[src/rtl/alu_exec_seq.sv]
// alu_exec_seq
// ------------
// Execution-side consumer of the 4-bit ALU control code. An operation
// (op code + two operands) is accepted over an input valid/ready handshake,
// computed, and the result plus flags is held on an output valid/ready
// handshake until the downstream writeback/branch stage takes it.
//
// Optional feature macro: ALU_EXEC_MUL_EN
//   defined   -> alu_op 4'b1000 is an unsigned iterative shift-add multiply
//                (one multiplier bit per cycle, BUSY state, counter, accumulator)
//   undefined -> 4'b1000 is treated as an unsupported op, no multiplier built
//
// Ports:
//   clk        in   rising-edge clock
//   reset_n    in   synchronous active-low reset
//   in_valid   in   operands and op code valid
//   in_ready   out  block can accept an operation (IDLE and not in reset)
//   alu_op     in   4-bit op code
//   src_a      in   operand A (WIDTH)
//   src_b      in   operand B (WIDTH)
//   out_valid  out  result and flags valid
//   out_ready  in   downstream accepts the result
//   result     out  operation result (WIDTH)
//   zero       out  result == 0
//   overflow   out  signed overflow (ADD/SUB), upper product nonzero (MUL)
//   illegal_op out  alu_op was not a supported code
//   dbg_state  out  current FSM state (0 IDLE, 1 BUSY, 2 DONE)
//
// Handshake rule (both sides): a transfer happens on a rising clk edge where
// valid and ready are both high; a valid producer holds its data stable until
// that edge. An accepted op cannot overlap the consumption of the previous
// result, so peak throughput is one op every two cycles.

module alu_exec_seq #(
  parameter int WIDTH = 32
) (
  input  logic             clk,
  input  logic             reset_n,
  input  logic             in_valid,
  output logic             in_ready,
  input  logic [3:0]       alu_op,
  input  logic [WIDTH-1:0] src_a,
  input  logic [WIDTH-1:0] src_b,
  output logic             out_valid,
  input  logic             out_ready,
  output logic [WIDTH-1:0] result,
  output logic             zero,
  output logic             overflow,
  output logic             illegal_op,
  output logic [1:0]       dbg_state
);

  localparam logic [3:0] OP_AND = 4'b0000;
  localparam logic [3:0] OP_OR  = 4'b0001;
  localparam logic [3:0] OP_ADD = 4'b0010;
  localparam logic [3:0] OP_SUB = 4'b0110;
  localparam logic [3:0] OP_SLT = 4'b0111;
  localparam logic [3:0] OP_NOR = 4'b1100;
`ifdef ALU_EXEC_MUL_EN
  localparam logic [3:0] OP_MUL = 4'b1000;
  localparam int         CW     = $clog2(WIDTH) + 1;
`endif

  typedef enum logic [1:0] {
    ST_IDLE = 2'd0,
    ST_BUSY = 2'd1,
    ST_DONE = 2'd2
  } state_e;

  state_e           state_q;
  logic             out_valid_q;
  logic [WIDTH-1:0] result_q;
  logic             zero_q;
  logic             overflow_q;
  logic             illegal_q;

  // Single-cycle ALU results for the operands currently presented.
  logic [WIDTH-1:0] alu_res_d;
  logic             alu_ovf_d;
  logic             alu_ill_d;
  logic [WIDTH-1:0] sum;
  logic [WIDTH-1:0] diff;
  logic             slt_bit;
  logic             accept;

  assign accept = in_valid && in_ready;

  always_comb begin
    sum       = src_a + src_b;
    diff      = src_a - src_b;
    slt_bit   = ($signed(src_a) < $signed(src_b));
    alu_res_d = '0;
    alu_ovf_d = 1'b0;
    alu_ill_d = 1'b0;
    case (alu_op)
      OP_AND: alu_res_d = src_a & src_b;
      OP_OR:  alu_res_d = src_a | src_b;
      OP_ADD: begin
        alu_res_d = sum;
        // Same-sign operands producing a result of the other sign.
        alu_ovf_d = (src_a[WIDTH-1] == src_b[WIDTH-1]) &&
                    (sum[WIDTH-1] != src_a[WIDTH-1]);
      end
      OP_SUB: begin
        alu_res_d = diff;
        alu_ovf_d = (src_a[WIDTH-1] != src_b[WIDTH-1]) &&
                    (diff[WIDTH-1] != src_a[WIDTH-1]);
      end
      OP_SLT: alu_res_d = {{(WIDTH-1){1'b0}}, slt_bit};
      OP_NOR: alu_res_d = ~(src_a | src_b);
`ifdef ALU_EXEC_MUL_EN
      OP_MUL: alu_res_d = '0;  // produced by the iterative datapath
`endif
      default: alu_ill_d = 1'b1;
    endcase
  end

`ifdef ALU_EXEC_MUL_EN
  // Shift-add multiplier: prod_q = {partial sum, remaining multiplier bits}.
  // Each step adds the multiplicand to the upper half when the current
  // multiplier LSB is set, then shifts the whole register right by one.
  logic [WIDTH-1:0]   mcand_q;
  logic [2*WIDTH-1:0] prod_q;
  logic [CW-1:0]      cnt_q;
  logic [WIDTH:0]     step_sum;
  logic [2*WIDTH-1:0] prod_step;

  always_comb begin
    step_sum  = {1'b0, prod_q[2*WIDTH-1:WIDTH]} +
                (prod_q[0] ? {1'b0, mcand_q} : {(WIDTH+1){1'b0}});
    prod_step = {step_sum, prod_q[WIDTH-1:1]};
  end
`endif

  always_ff @(posedge clk) begin
    if (!reset_n) begin
      state_q     <= ST_IDLE;
      out_valid_q <= 1'b0;
      result_q    <= '0;
      zero_q      <= 1'b0;
      overflow_q  <= 1'b0;
      illegal_q   <= 1'b0;
`ifdef ALU_EXEC_MUL_EN
      mcand_q     <= '0;
      prod_q      <= '0;
      cnt_q       <= '0;
`endif
    end else begin
      case (state_q)
        ST_IDLE: begin
          if (accept) begin
`ifdef ALU_EXEC_MUL_EN
            if (alu_op == OP_MUL) begin
              state_q <= ST_BUSY;
              mcand_q <= src_a;
              prod_q  <= {{WIDTH{1'b0}}, src_b};
              cnt_q   <= '0;
            end else begin
`endif
              state_q     <= ST_DONE;
              out_valid_q <= 1'b1;
              result_q    <= alu_res_d;
              zero_q      <= (alu_res_d == '0);
              overflow_q  <= alu_ovf_d;
              illegal_q   <= alu_ill_d;
`ifdef ALU_EXEC_MUL_EN
            end
`endif
          end
        end
`ifdef ALU_EXEC_MUL_EN
        ST_BUSY: begin
          // WIDTH iteration steps, then one edge to publish the product.
          if (cnt_q == CW'(WIDTH)) begin
            state_q     <= ST_DONE;
            out_valid_q <= 1'b1;
            result_q    <= prod_q[WIDTH-1:0];
            zero_q      <= (prod_q[WIDTH-1:0] == '0);
            overflow_q  <= (prod_q[2*WIDTH-1:WIDTH] != '0);
            illegal_q   <= 1'b0;
          end else begin
            prod_q <= prod_step;
            cnt_q  <= cnt_q + 1'b1;
          end
        end
`endif
        ST_DONE: begin
          // Outputs hold until taken; afterwards they keep their last values.
          if (out_ready) begin
            state_q     <= ST_IDLE;
            out_valid_q <= 1'b0;
          end
        end
        default: begin
          state_q     <= ST_IDLE;
          out_valid_q <= 1'b0;
        end
      endcase
    end
  end

  assign in_ready   = reset_n && (state_q == ST_IDLE);
  assign out_valid  = out_valid_q;
  assign result     = result_q;
  assign zero       = zero_q;
  assign overflow   = overflow_q;
  assign illegal_op = illegal_q;
  assign dbg_state  = state_q;

endmodule

[config.mk]
export PLATFORM = sky130hd
export DESIGN_NAME = alu_exec_seq
export DESIGN_NICKNAME = d
export VERILOG_FILES = /design/src/rtl/alu_exec_seq.sv
export SDC_FILE = /design/constraint.sdc
export NUM_CORES = 1
export LEC_CHECK = 0
export CORE_MARGIN = 1.5
export CORE_UTILIZATION = 53
export DETAILED_ROUTE_END_ITERATION = 6
export HOLD_SLACK_MARGIN = 0.1
export PLACE_DENSITY = 0.78
export SLEW_MARGIN = 20
export SYNTH_ARGS = -nofsm -noshare
export SYNTH_HDL_FRONTEND = slang
export SYNTH_SLANG_ARGS = --single-unit
[constraint.sdc]
create_clock -name clk -period 4.67 [get_ports clk]
set_input_delay 0.7005 -clock clk [delete_from_list [all_inputs] [get_ports clk]]
set_output_delay 0.7005 -clock clk [all_outputs]
set_load 0.05 [all_outputs]
; ---- Word-level counts from Yosys, hierarchy flattened
; Cells that the tools add are included.
; W data, S select, Z words.
[op_classes]
add_sub_neg = 2
magnitude_cmp = 1
n_eq_ne = 12
n_mux = 9
bitwise = 3
reduce_logical = 10
[op_table]
columns = op, n
row1 = $pmux W32 S6, 1
row2 = $add A32 B32 Y32, 1
row3 = $and A32 B32 Y32, 1
row4 = $logic_not A32 Y1, 1
row5 = $lt A32 B32 Y1, 1
row6 = $not A32 Y32, 1
row7 = $or A32 B32 Y32, 1
row8 = $sub A32 B32 Y32, 1
row9 = $eq A4 B3 Y1 const B, 2
row10 = $reduce_or A6 Y1, 1
row11 = $eq A4 B1 Y1 const B, 1
row12 = $eq A4 B2 Y1 const B, 1
row13 = $eq A4 B4 Y1 const B, 1
row14 = $logic_and A1 B1 Y1, 4
row15 = $logic_not A4 Y1, 1
row16 = $mux W2, 2
row17 = $ne A2 B2 Y1 const B, 2
row18 = $pmux W1 S2, 2
row19 = $pmux W2 S2, 1
row20 = $reduce_and A2 Y1, 2
row21 = $mux W1, 3
row22 = $ne A1 B1 Y1, 3
row23 = $eq A2 B2 Y1 const B, 1
row24 = $logic_not A2 Y1, 1
row25 = $eq A1 B1 Y1, 1
[word_totals]
regBits = 38
inputBits = 72
out_inout_bits = 39
word_cells = 43

; ---- Depth between registers and ports, before layout
; Gate-level depths: netlist of run 1.
[depth]
ltp_word = 5
mapped_depth = 14
depth_no_buf = 14

; ---- Worst setup path before layout of run 1
; No wires, ideal clock.
[synth_path]
path_type = in2reg
startpoint = input port src_a[0]
endpoint = register zero_q (netlist: zero)
setup_time_ns = 0.096
arrival_ns = 3.497
required_ns = 4.574
path_slack_ns = 1.078
path_stages = 14
n_path_buf = 0
path_cell_list = inv_1 > ha_1 > fa_1 > nor2_1 > o311ai_1 > a211oi_2 > o21ai_1 > and3_1 > nor4b_1 > o311ai_1 > or4b_1 > nor4_2 > nand4_1 > o41ai_2
[synth_between]
elab_chain_cells = 4
word_cells_on_any_way = 8
classes_between = add/sub: 2 / order compare: 1 / mux: 1 / bitwise: 3 / reduce/logical: 1
[synth_rtl]
columns = item, line_no
row1 = start: declaration, 42  ; input logic [WIDTH-1:0] src_a,
row2 = branches (longest 2 deep; another with $sub A32 B32 Y32), n/a
row3 = $pmux W32 S6 *, 95  ; case (alu_op)
row4 = $logic_not A32 Y1 *, 163  ; zero_q <= (alu_res_d == '0);
row5 = end signal: assignment, 163
row6 = end: declaration, 73  ; logic zero_q;
; Every way passes the cells marked *.
; A chain may end at the register's enable or synchronous reset.

; ---- Final worst setup path of run 1
[layout_path]
startpoint = input port src_a[3]
endpoint = register zero_q (netlist: zero)
; The elaborated chain is that of the path after synthesis.

==> results of run 1 <==
==> routing by layer <==
layer / wire, um / global-route usage, % / part of all wire [%]
met2: 11100 / 58.1 / 44
met4: 784 / 11.9 / 3.1
met5: 0 / 0 / 0
met3: 2310 / 5.14 / 9.1
met1: 11100 / 51.6 / 44
==> how the worst max path moves through the flow <==
stage	startpoint	endpoint	slack, ps	cells past startpoint
after floorplan	src_a[0]	zero	1080	14
after global placement	src_a[10]	zero	-10	15
after detailed placement	src_a[0]	zero	-20	15
after CTS	src_a[10]	zero	230	15
after global routing	src_a[0]	zero	30	15
final	src_a[3]	zero	260	14
==> Yosys cell counts, types with 12 or more instances <==
library cell	number	area share, %
a21o_1	22	2.4
a21oi_1	73	5.3
a221o_1	16	2.3
a221oi_1	23	2.9
a22o_1	13	1.7
buf_2	12	0.88
clkbuf_1	37	2.0
dfxtp_1	36	11
ha_1	102	19
inv_1	95	5.2
nand2_1	77	4.2
nand2b_1	12	1.1
nand3_1	21	1.5
nor2_1	99	5.4
nor2b_1	12	1.1
nor3_1	29	2.1
nor4_1	13	1.2
o21a_1	12	1.3
o21ai_0	61	4.5
o31ai_1	12	1.3
==> final cells by class <==
cell class	count	area share, %
Clock buffer	6	1.52
Sequential cell	36	8.48
Timing Repair Buffer	168	18.1
Clock inverter	2	0.412
Multi-Input combinational cell	780	64.8
Tap cell	172	2.53
Inverter	96	4.24
==> timing repair <==
item / CTS / global route
hold buffers: 0 / 0
resized for setup: 0 / 3
endpoints found under the setup margin: 0 / 1
==> sequential cells by signal, summed over array words and instances (netlist names) <==
signal,flops
overflow,1
out_valid,1
illegal_op,1
zero,1
result,32
==> through the flow <==
stage / hold slack, ps / setup WS, ps / instance area [um2] / setup TNS, ps / cells
2_1_floorplan: 658 / 1080 / 6850 / 0 / 972
3_3_place_gp: 428 / -14.2 / 8330 / -14.2 / 1252
3_5_place_dp: 430 / -20.8 / 8330 / -20.8 / 1252
4_1_cts: 437 / 227 / 8490 / 0 / 1260
5_1_grt: 476 / 33.1 / 8500 / 0 / 1260
6_report: 436 / 263 / 8500 / 0 / 1260
==> kinds of logic after synthesis <==
group	Yosys count	share of synthesized area [%]
AO/OA/AOI/OAI	355	37.1
AND/OR/NAND/NOR	307	21.9
buffers and inverters	156	9.36
adder cells (fa/ha/maj)	104	19.2
flip-flops	36	10.5
multiplexers	9	1.33
XOR/XNOR	4	0.511
other	1	0.0547
==> worst max-delay path, stage by stage <==
cell	delay, ps
clkdlybuf4s50_1	510
inv_1	60
ha_1	410
nor2_1	110
a2111oi_2	600
nor3_2	150
o41ai_2	370
a31oi_1	270
a221oi_2	450
or4_1	190
a21o_1	160
o2111ai_1	110
o41a_1	160
o41ai_2	330
==> power by group <==
part | switching [W] | internal [W] | leakage [nW]
logic | 0.000554 | 0.000358 | 3.38
registers | 0.00000817 | 0.000319 | 0.292
clock network | 0.000135 | 0.000251 | 0.0808
total | 0.000697 | 0.000928 | 3.75
==> impl_metrics.ini, run 1 <==
[status]
status = finished clean

[clocking]
clk_path_buf_depth = 2
cts_num_sinks = 36
clk_pin_slew_worst_paths_ps = 60
cts_made_buffers = 5
cts_setup_buffers = 0
clock_latency_ps = 280
tritoncts = built
h-tree-depth = 2
root_buffer = clkbuf_16

[placement]
dp_hpwl_um = 20400
place.port_buffers = 109
place_congestion = 1.05

[die]
initial_core_util_pct = 54.3
die_h_um = 117
die_w_um = 117
io_pins = 111
core-area_um2 = 12600
rows = 41
die-area_um2 = 13600

[logic_synthesis]
synth.distinct_cells = 80
yosysWarnings = 0
syn_area_um2 = 6850
syn_nets = 1148
syn_inst = 972
syn_area_per_cell_um2 = 7.05
synth-async-reset-ratio_pct = 0
ys.flop_type = dfxtp_1
ys_seq_elements = 36
ys_seq_area_share_pct = 10.5
synth_edf_count = 0

[sta]
finalSetupViolations = 0
max_freq_mhz = 227
slew_viol_final = 0
rsz0062_at_grt = no
skew_ps = 3.40
fin_crit_sh_pct = 94.4
finalHoldViolations = 0
relSlewSlack_pct = 25.4
period_needed_ps = 4410
max_slew.worst_pin.slew_ps = 1110

[critical_path]
worstPathMaxFanout = 8
critPathKind = in2reg
timing.rr.end = zero
reg2reg_slack_ps = 2200
r2r_start = out_valid
reg2reg_depth = 9
end_kind = register
arrival_ps = 4600
startpoint_type = input pin
worstPathRequired_ps = 4860

[routing]
antenna_left = 0
totalWireLength_um = 25400
viasPerCell = 6.44
drc_errors = 0
routedWlPerCell_um = 20.1
drtIter0Drc = 867
num_vias = 8113
drtPass1Iterations = 5

[layout]
seqCellArea_um2 = 721
final_layout_size_suffix_gt1_share_pct = 9.28
final_util_pct = 67.3
finalNetCount = 1263
fill_cells = 1169
layout_common_cells = 109 x clkdlybuf4s50_1, 102 x ha_1, 99 x nor2_1
n_antenna_cell = 0
final_common_cell = clkdlybuf4s50_1
syn_to_final_growth_pct = 24.0
multi_input_area_um2 = 5500

[run]
max_cap_violations = 0

[grt]
antenna_found_initial = 0
grt_pass1_vias = 7280
grt_pass1_wl_um = 39000
grt_max_degree = 33
grt.total_usage_pct = 36.8
grt-ovfl-total = 0

[power_and_ir_drop]
powerDensity_nw_per_um2 = 191
ir_drop_uv = 117
p_total_w = 0.00162
p_leak_nw = 3.75

[min_path]
hold_path_end = result[8]
hp-start = result[8]
min_path_type = reg2reg
whs_path_depth = 2
No activity file was read; power rests on OpenSTA's default activity.
==> inputs of run 2 (changes only) <==
Settings changed: ABC_AREA set to 1, PLACE_DENSITY 0.78 to 0.77, SKIP_CTS_REPAIR_TIMING set to 1.
==> run 2 against run 1 <==
  * Sequential share of layout area down 0.60 points
  * Worst hold slack better by 29 ps
  * Synthesized cell count up 51%
  * Sequential cell count did not move
  * Maximum frequency grew 11%
  * Critical path type unchanged
  * Wire length grew 8.4%
  * Cell area grew 7.6%
  * Sequential power rose by 1%
  * Clock power is essentially flat
  * Count of clock-buffer cells in the layout shrank 1
  * Synthesized area increased by 14%
==> impl_metrics.ini, run 2 <==
[status]
status = finished clean

[sta]
fin_crit_sh_pct = 85.2
tns_ps = 0
period_needed_ps = 3980
relSlewSlack_pct = 24.1
slew_viol_final = 0
finalSetupViolations = 0
whs_ps = 464
rsz0062_at_grt = no
max_slew.worst_pin.slew_ps = 1130
skew_ps = 2.93
max_freq_mhz = 251
finalHoldViolations = 0

[critical_path]
max_stage_delay_ps = 960
cp_top_family = buffers and inverters
startpoint_type = input pin
crit_top_cell = nand2_1
critPathSlowestCell = a221oi_1
worstPathRequired_ps = 4900
path_cells = clkdlybuf4s50_1 -> nor2_1 -> nand2_1 -> clkinv_1 -> a221oi_1 -> nand2_1 -> nor2_1 -> nand2_1 -> nor2_1 -> nand3_1 -> nor2_1 -> nand2_1 -> nand2_1
arrival_ps = 4200
worstPathMaxFanout = 27
critPathKind = in2reg
end_kind = register
critical_path_buf_inv_count = 2

[logic_synthesis]
synth.area.top_cells = nand2_1 23%, ha_1 16%, inv_1 14%
yosys-top-cells-count = 479 x nand2_1, 288 x inv_1, 167 x nor2_1
synth.distinct_cells = 45
syn_area_um2 = 7820
synthAdderAreaFrac_pct = 16.8
yosys.area.top_type = nand2_1
synth-async-reset-ratio_pct = 0
syn_nets = 1640
synth.area.mux_share_pct = 0
synth_xor_area_share_pct = 0.560
synth_edf_count = 0
ys_seq_area_share_pct = 9.22
ys.flop_type = dfxtp_1
synth_top_area_share_pct = 23.0
synth_compound_area_share_pct = 12.2
ys_seq_elements = 36
syn_inst = 1464
synth-simple-area-share_pct = 44.0
syn_area_per_cell_um2 = 5.34
yosysWarnings = 0
yosys.cell_count.top_type = nand2_1
synth_top_family_by_area = simple AND/OR/NAND/NOR gates

[layout]
final_common_cell = nand2_1
largest_reg_flops = 32
layout_common_cells = 479 x nand2_1, 287 x inv_1, 165 x nor2_1
final_util_pct = 63.1
postLayoutCellArea_um2 = 9140
finalNetCount = 1723
final_layout_size_suffix_gt1_share_pct = 3.04
n_antenna_cell = 0
syn_to_final_growth_pct = 16.9

[min_path]
min_path_type = reg2reg

[die]
die-area_um2 = 15500
die_h_um = 124
die_w_um = 124
core-area_um2 = 14500
rows = 44
initial_core_util_pct = 54.0
io_pins = 111

[grt]
grt.total_usage_pct = 34.6
grt_pass1_wl_um = 43500
antenna_found_initial = 0
grt_pass1_vias = 8462
grt-ovfl-total = 0
grt_max_degree = 34

[power_and_ir_drop]
switching_share_pct = 46.4
ir_drop_uv = 153
pwr-share-seq_pct = 20.2
powerDensity_nw_per_um2 = 180
p_leak_nw = 5.25
p_sw_w = 0.000761
p_comb_share_pct = 56.4
clkPwrFrac_pct = 23.5
intPower_w = 0.000880

[routing]
totalWireLength_um = 27500
drc_errors = 0
viasPerCell = 5.42
antenna_left = 0
drtIter0Drc = 758
routedWlPerCell_um = 15.9
num_vias = 9383
drtPass1Iterations = 5

[placement]
dp_hpwl_um = 22900
place_area_um2 = 8970
place.port_buffers = 109
place_congestion = 1.01

[clocking]
root_buffer = clkbuf_16
h-tree-depth = 2
cts_num_sinks = 36
clk_pin_slew_worst_paths_ps = 60
tritoncts = built
clk_path_buf_depth = 2
clock_latency_ps = 280
cts_made_buffers = 5

[run]
max_cap_violations = 0
-- run 2: kinds of logic (layout without fill, tap and decap cells) --
logic type / Yosys count / count (layout)
buffers and inverters: 335 / 419
AO/OA/AOI/OAI: 151 / 151
AND/OR/NAND/NOR: 832 / 832
adder cells (fa/ha/maj): 104 / 104
flip-flops: 36 / 36
other: 1 / 1
XOR/XNOR: 5 / 5
-- run 2: worst min-delay path: stages (launching register included) --
cell	delay, ps
dfxtp_1	320
nand2_1	50
o21ai_0	50
-- run 2: area by class of cell --
cell class                 instances  area [um2]
clock inverter                     3        46.3
fill                            1514        5340
multi-input combinational       1093        5760
sequential                        36         721
timing repair buffer             117        1150
inverter                         294        1100
tap                              184         230
clock buffer                       5         125
-- run 2: per-layer routing --
layer  wire length (um)  GRT usage [%]  part of all wire, %  up-vias
met5                  0              0                    0        -
met4                566           6.83                  2.1        0
met3               2380           3.22                  8.6       46
met2              12200           57.3                   44      451
met1              12300           48.9                   45     4187
li1                   -              -                    -     4699
-- run 2: power by group through the flow --
stage | registers, W | clock network, W | logic [W]
4_1_cts | 0.000331 | 0.000385 | 0.000905
5_1_grt | 0.000333 | 0.000400 | 0.00102
3_5_place_dp | 0.000337 | 0 | 0.000901
2_1_floorplan | 0.000388 | 0 | 0.000565
3_3_place_gp | 0.000337 | 0 | 0.000892
6_report | 0.000331 | 0.000385 | 0.000925
-- run 2: worst paths after layout --
| kind | slack, ps | depth (start not counted) | endpoint | startpoint |
|---|---|---|---|---|
| min reg2reg | 460 | 2 | result[21] | result[21] |
| min | 460 | 2 | result[21] | result[21] |
| max reg2reg | 2840 | 7 | result[6] | out_valid |
| max | 690 | 13 | zero | alu_op[2] |
-- run 2: metrics by stage --
stage	std cells	power (W)	worst slack [ps]
floorplan	1464	0.000953	2160
global placement	1724	0.00123	1020
detailed placement	1724	0.00124	1010
CTS	1732	0.00162	1280
global route	1732	0.00175	499
finish	1732	0.00164	692
